===== src/rtl/instr_dispatch_ctrl.sv =====
// rtl/instr_dispatch_ctrl.sv - fetch/decode/dispatch sequencer with per-unit clear, select and done watchdog
module instr_dispatch_ctrl #(
    parameter int              PC_W     = 8,
    parameter int              TIMEOUT  = 32,
    parameter logic [PC_W-1:0] RESET_PC = '0
) (
    input  logic            clk,
    input  logic            rst,
    input  logic            run,
    output logic [PC_W-1:0] imem_addr,
    input  logic [15:0]     imem_data,
    output logic [15:0]     ir,
    output logic [2:0]      unit_clr,
    output logic [2:0]      unit_sel,
    input  logic [2:0]      unit_done,
    output logic [PC_W-1:0] pc,
    output logic            busy,
    output logic            halted,
    output logic            fault
);

    localparam int              WD_W    = (TIMEOUT > 2) ? $clog2(TIMEOUT) : 1;
    localparam logic [WD_W-1:0] WD_LAST = WD_W'(TIMEOUT - 1);

    typedef enum logic [2:0] {
        S_IDLE, S_FETCH, S_LATCH, S_DECODE, S_EXEC, S_ADVANCE, S_HALTED, S_FAULT
    } state_e;

    state_e          state_q, state_d;
    logic [PC_W-1:0] pc_q, pc_d;
    logic [15:0]     ir_q, ir_d;
    logic [WD_W-1:0] wd_q, wd_d;

    logic [3:0] opc;
    logic [2:0] unit_oh;
    logic       is_nop, is_halt;

    assign opc = ir_q[15:12];

    // One-hot unit for the latched opcode; zero for NOP and HALT.
    always_comb begin
        unit_oh = 3'b000;
        is_nop  = (opc == 4'h0);
        is_halt = (opc == 4'h8);
        if (opc >= 4'h1 && opc <= 4'h3)      unit_oh = 3'b010;
        else if (opc >= 4'h4 && opc <= 4'h7) unit_oh = 3'b100;
        else if (opc >= 4'h9)                unit_oh = 3'b001;
    end

    always_ff @(posedge clk) begin
        if (rst) begin
            state_q <= S_IDLE;
            pc_q    <= RESET_PC;
            ir_q    <= 16'h0000;
            wd_q    <= '0;
        end else begin
            state_q <= state_d;
            pc_q    <= pc_d;
            ir_q    <= ir_d;
            wd_q    <= wd_d;
        end
    end

    always_comb begin
        state_d = state_q;
        pc_d    = pc_q;
        ir_d    = ir_q;
        wd_d    = wd_q;
        case (state_q)
            S_IDLE:   if (run) state_d = S_FETCH;
            S_FETCH:  state_d = S_LATCH;
            S_LATCH: begin
                ir_d    = imem_data;
                state_d = S_DECODE;
            end
            S_DECODE: begin
                if (is_nop)       state_d = S_ADVANCE;
                else if (is_halt) state_d = S_HALTED;
                else begin
                    wd_d    = '0;
                    state_d = S_EXEC;
                end
            end
            S_EXEC: begin
                // Done from the selected unit beats a watchdog expiring in the same cycle.
                if ((unit_done & unit_oh) != 3'b000) state_d = S_ADVANCE;
                else if (wd_q == WD_LAST)            state_d = S_FAULT;
                else                                 wd_d = wd_q + 1'b1;
            end
            S_ADVANCE: begin
                pc_d    = pc_q + 1'b1;
                state_d = run ? S_FETCH : S_IDLE;
            end
            S_HALTED: state_d = S_HALTED;
            S_FAULT:  state_d = S_FAULT;
            default:  state_d = S_IDLE;
        endcase
    end

    always_comb begin
        unit_clr = 3'b000;
        unit_sel = 3'b000;
        busy     = 1'b0;
        halted   = 1'b0;
        fault    = 1'b0;
        case (state_q)
            S_FETCH, S_LATCH, S_ADVANCE: busy = 1'b1;
            S_DECODE: begin
                busy     = 1'b1;
                unit_clr = unit_oh;
            end
            S_EXEC: begin
                busy     = 1'b1;
                unit_sel = unit_oh;
            end
            S_HALTED: halted = 1'b1;
            S_FAULT: begin
                fault    = 1'b1;
                unit_clr = 3'b111;
            end
            default: ;
        endcase
    end

    assign imem_addr = pc_q;
    assign pc        = pc_q;
    assign ir        = ir_q;

endmodule


===== config.mk =====
export PLATFORM = sky130hd
export DESIGN_NAME = instr_dispatch_ctrl
export DESIGN_NICKNAME = d
export VERILOG_FILES = /design/src/rtl/instr_dispatch_ctrl.sv
export SDC_FILE = /design/constraint.sdc
export NUM_CORES = 1
export LEC_CHECK = 0
export BUFFER_PORTS_ARGS = -buffer_cell sky130_fd_sc_hd__buf_4
export CAP_MARGIN = 20
export CORE_MARGIN = 2
export CORE_UTILIZATION = 40
export CTS_CLUSTER_DIAMETER = 40
export CTS_CLUSTER_SIZE = 16
export DETAILED_ROUTE_END_ITERATION = 6
export PLACE_DENSITY_LB_ADDON = 0.15
export SLEW_MARGIN = 20
export SYNTH_ARGS = -nofsm -noshare
export SYNTH_HDL_FRONTEND = slang
export SYNTH_SLANG_ARGS = --single-unit

===== constraint.sdc =====
create_clock -name clk -period 2.6 [get_ports clk]
set_input_delay 0.52 -clock clk [delete_from_list [all_inputs] [get_ports clk]]
set_output_delay 0.52 -clock clk [all_outputs]
set_load 0.03 [all_outputs]

Word level (Yosys, flattened, before mapping):

Cells that the tools add are included.

* bits in registers: 32
* input bits: 22
* logic and storage cells: 56

* add/sub/neg operators: 2
* order comparisons: 5
* eq/ne operators: 15
* muxes and demuxes: 20
* bitwise logic cells: 1
* reduce and logical (&&, ||, !) cells: 9

Operators by type and width (count)
* one-hot mux 3 bit (8 select lines): 1
* two-way mux 5 bit: 4
* two-way mux 3 bit: 6
* equality test 3 bit (second input constant): 4
* != test 2 bit (second input constant): 5
* one-hot mux 5 bit (2 select lines): 1
* adder 8 x 1 -> 8 bit (second input constant): 1
* equality test 3 x 2 -> 1 bit (second input constant): 2
* one-hot mux 3 bit (2 select lines): 1
* adder 5 x 1 -> 5 bit (second input constant): 1
* equality test 5 bit (second input constant): 1
* two-way mux 1 bit: 5
* AND reduction 5 bit: 1
* OR reduction 5 bit: 1
* equality test 4 bit (second input constant): 1
* greater-or-equal comparator 4 x 1 -> 1 bit (second input constant): 1
* greater-or-equal comparator 4 x 3 -> 1 bit (second input constant): 1
* greater-or-equal comparator 4 bit (second input constant): 1
* less-or-equal comparator 4 x 2 -> 1 bit (second input constant): 1
* less-or-equal comparator 4 x 3 -> 1 bit (second input constant): 1
* zero test 4 bit: 1
* two-way mux 2 bit: 2
* bitwise AND 3 bit: 1
* equality test 3 x 1 -> 1 bit (second input constant): 1
* 6 further kinds: 7

Logic depth before layout (Yosys ltp):

* depth in word-level cells: 8
* mapped depth: 7

Worst setup path after synthesis:

OpenSTA, ideal clock, no wires.

* path type: register -> output
* start point: reg state_q[0]
* end point: out unit_sel[2]
* arrival time: 1.641 ns
* path slack: 0.439 ns
* cell stages (with the launch flop): 5
* buffers on the path: 2
* path through: dfxtp_1 > buf_6 > or3b_1 > buf_6 > nor3b_1

* longest elaborated chain between the ends: 2

RTL lines
* from (decl): RTL line 29 `state_e state_q, state_d;`
* from (signal assigned): RTL line 57 `state_q <= state_d;`
* equality test 3 bit: RTL line 106 `case (state_q)`
* two-way mux 3 bit: RTL line 106
* to (decl): RTL line 14 `output logic [2:0] unit_sel,`

Every way passes these cells.

Final worst setup path:

* start point: reg state_q[1]
* end point: out unit_sel[2]

The elaborated chain is that of the path after synthesis.

==> reports/metrics.yaml <==
outcome:
  status: "complete, no violations"
sta:
  min_period_over_period: 0.862
  finalSetupTns_ps: 0
  period_minus_slack_ps: 2240
  rsz0062_at_grt: "no"
  hold_viol: 0
  setup_viol: 0
  clock.fmax_ghz: 0.446
  slew_viol_final: 0
  skew_ps: 6.72
  holdWs_ps: 454
  setup_slack_ps: 359
  tightest_slew_ps: 582
  slew_headroom: 0.612
power:
  switching_power_w: 0.000417
  vdd.ir_drop.worst_uv: 401
  power_density_mw_per_mm2: 653
  pwr-share-comb: 0.236
  p_sw_frac: 0.308
  power_frac_clock: 0.345
  p_leak_nw: 0.886
  cell_internal_pwr_w: 0.000935
  p_seq_frac: 0.419
  finalPower_w: 0.00135
worst_setup_path:
  worstPathRequired_ps: 2080
  worstRegToRegCells: 4
  crit_path_end_kind: "primary output"
  crit_chain: "or3b_1, nor3b_1, buf_4"
  arrival_ps: 1720
  worstSetupPathType: "flop to primary output"
  crit_path_max_incr_delay_ps: 590
  r2r_slack_ps: 830
  crit_slowest_cell: "or3b_1"
  worstSetupStartpointType: "flop"
  regToRegEndpoint: "wd_q[0]"
  crit-reg2reg-launch: "state_q[1]"
  crit_path_start: "state_q[1]"
  path_max_fanout: 13
hold_path:
  hold_end: "ir[2]"
  min_path_cells: 2
  worstHoldStart: "ir[2]"
  hold_path_class: "flop to flop"
yosys:
  ys_seq_area_frac: 0.413
  ys_top_cells_by_count: "nand2_1, dfxtp_1, a21oi_1, nor2_1, clkbuf_1"
  post_synth.cell_area_avg_sq_um: 8.08
  synth_nets: 217
  synth_area_sq_mm: 0.00155
  synth_cell_types: 37
  synth_cells: 192
  synth-seq-cells: 32
  synthArstFlopShare: 0
  synth_ff_type: "dfxtp_1"
  synth_top_area_frac: 0.413
  yosysWarningCount: 0
  synth_edf_count: 0
  synthTopCellsByArea: "dfxtp_1, nand2_1, a21oi_1"
  yosysMostFrequentCell: "nand2_1"
  yosysTopAreaCell: "dfxtp_1"
placement:
  routabilityCongestion: 0.764
  pre_cts_ws_ps: 677
  portBuffers: 62
  dp_hpwl_mm: 2.42
clocking:
  hold_buffers: 0
  clkLatencyLatePin_ps: 280
  cts_tree: "built"
  numClockSinks: 32
  h-tree-depth: 2
  cts_buffers: 5
  cts_resized: 0
  cts.path.max_buffers: 2
  post_cts_buffers: 0
  root_buffer: "clkbuf_8"
  path_clk_slew_ps: 70
final_layout:
  area_growth_syn_to_layout_pct: 33.5
  n_antenna_cell: 0
  final_layout_size_suffix_gt1_frac: 0.317
  fin_nets: 267
die:
  core_sq_mm: 0.00369
  io_pins: 63
  die_height_um: 66.3
  start_util: 0.421
  fp.dieW_um: 66.3
  die-area_sq_mm: 0.00439
  rows: 22
global_routing:
  grt_pass1_wl_mm: 5.52
  gr-total-overflow: 0
  grt_usage: 0.164
  antenna_found_initial: 0
  grt_pass1_vias: 1186
  grt_start_max_net_pins: 30
detailed_routing:
  initialDrtViolationCount: 75
  viasPerCell: 4.85
  wl_mm: 3.41
  ant_nets: 0
  routed-via-count: 1411
  routedWlPerCell_um: 11.7
  drc: 0
  first_pass_iters: 4
run:
  cap_violations: 0
[worst max-delay path by stage]
stage / endpoint
floorplan: unit_sel[2]
global placement: unit_sel[0]
detailed placement: unit_sel[0]
CTS: unit_sel[0]
global route: unit_sel[2]
finish: unit_sel[2]
[logic make-up after synthesis]
| group | count (synthesis) | synth area share |
|---|---|---|
| AOI/OAI and AO/OA | 39 | 0.157 |
| xor gates and xnor gates | 7 | 0.0395 |
| adders and majority gates | 4 | 0.0306 |
| buffers and inverters | 25 | 0.0903 |
| DFF | 32 | 0.413 |
| muxes | 2 | 0.0169 |
| and+or+nand+nor | 83 | 0.252 |
[worst max-delay path, delay by kind of cell, from the launching register on]
kind	cells	cell delay, ps
and+or+nand+nor	2	830
DFF	1	410
buffers and inverters	1	190
[metal layers]
metal  global-route usage  wire [um]
met5                    0          0
met4               0.0765         51
met3               0.0392        203
met2                0.261       1630
met1                0.208       1520
[area by class of cell]
type / count / area, sq um
Timing Repair Buffer: 63 / 473
Clock inverter: 2 / 35.0
Sequential cell: 32 / 641
Fill cell: 375 / 1620
Tap cell: 48 / 60.1
Clock buffer: 6 / 72.6
Multi-Input combinational cell: 135 / 771
Inverter: 5 / 18.8
[through the flow]
step,std cells,area [sq um],utilization
after floorplan,192,1550,-
after global placement,283,1960,0.532
after detailed placement,283,1960,0.532
after CTS,291,2070,0.561
after global routing,291,2070,0.561
final,291,2070,0.561
[power groups by stage]
stage,Sequential (W),Clock (W),Combinational (W)
6_report,0.000567,0.000466,0.000319
5_1_grt,0.000573,0.000500,0.000349
4_1_cts,0.000566,0.000477,0.000321
3_5_place_dp,0.000577,0,0.000320
3_3_place_gp,0.000575,0,0.000322
2_1_floorplan,0.000613,0,0.000184
[flip-flops by register name, indices dropped and copies added (netlist names), named ones only]
| signal | flops |
|---|---|
| wd_q | 5 |
| imem_addr | 8 |
| ir | 16 |
| state_q | 2 |
[placed cells by master (no fill, tap or decap), types with 2 or more instances in the layout]
cell,Yosys,routed
or3_1,2,2
nor3_1,5,5
nand4_1,4,4
clkbuf_8,0,5
xor2_1,3,3
nor2_1,13,13
nand2b_1,2,2
a21oi_1,25,25
buf_4,8,63
nand2_1,39,39
a22o_1,2,2
xnor2_1,4,4
ha_1,3,3
nand3_1,2,2
o21ai_0,4,4
a31oi_1,2,2
or2_2,2,2
nand3b_1,2,2
and3_1,5,5
dfxtp_1,32,32
inv_1,5,5
nor3b_1,3,3
Note: power is estimated with default switching activity, not from simulation.
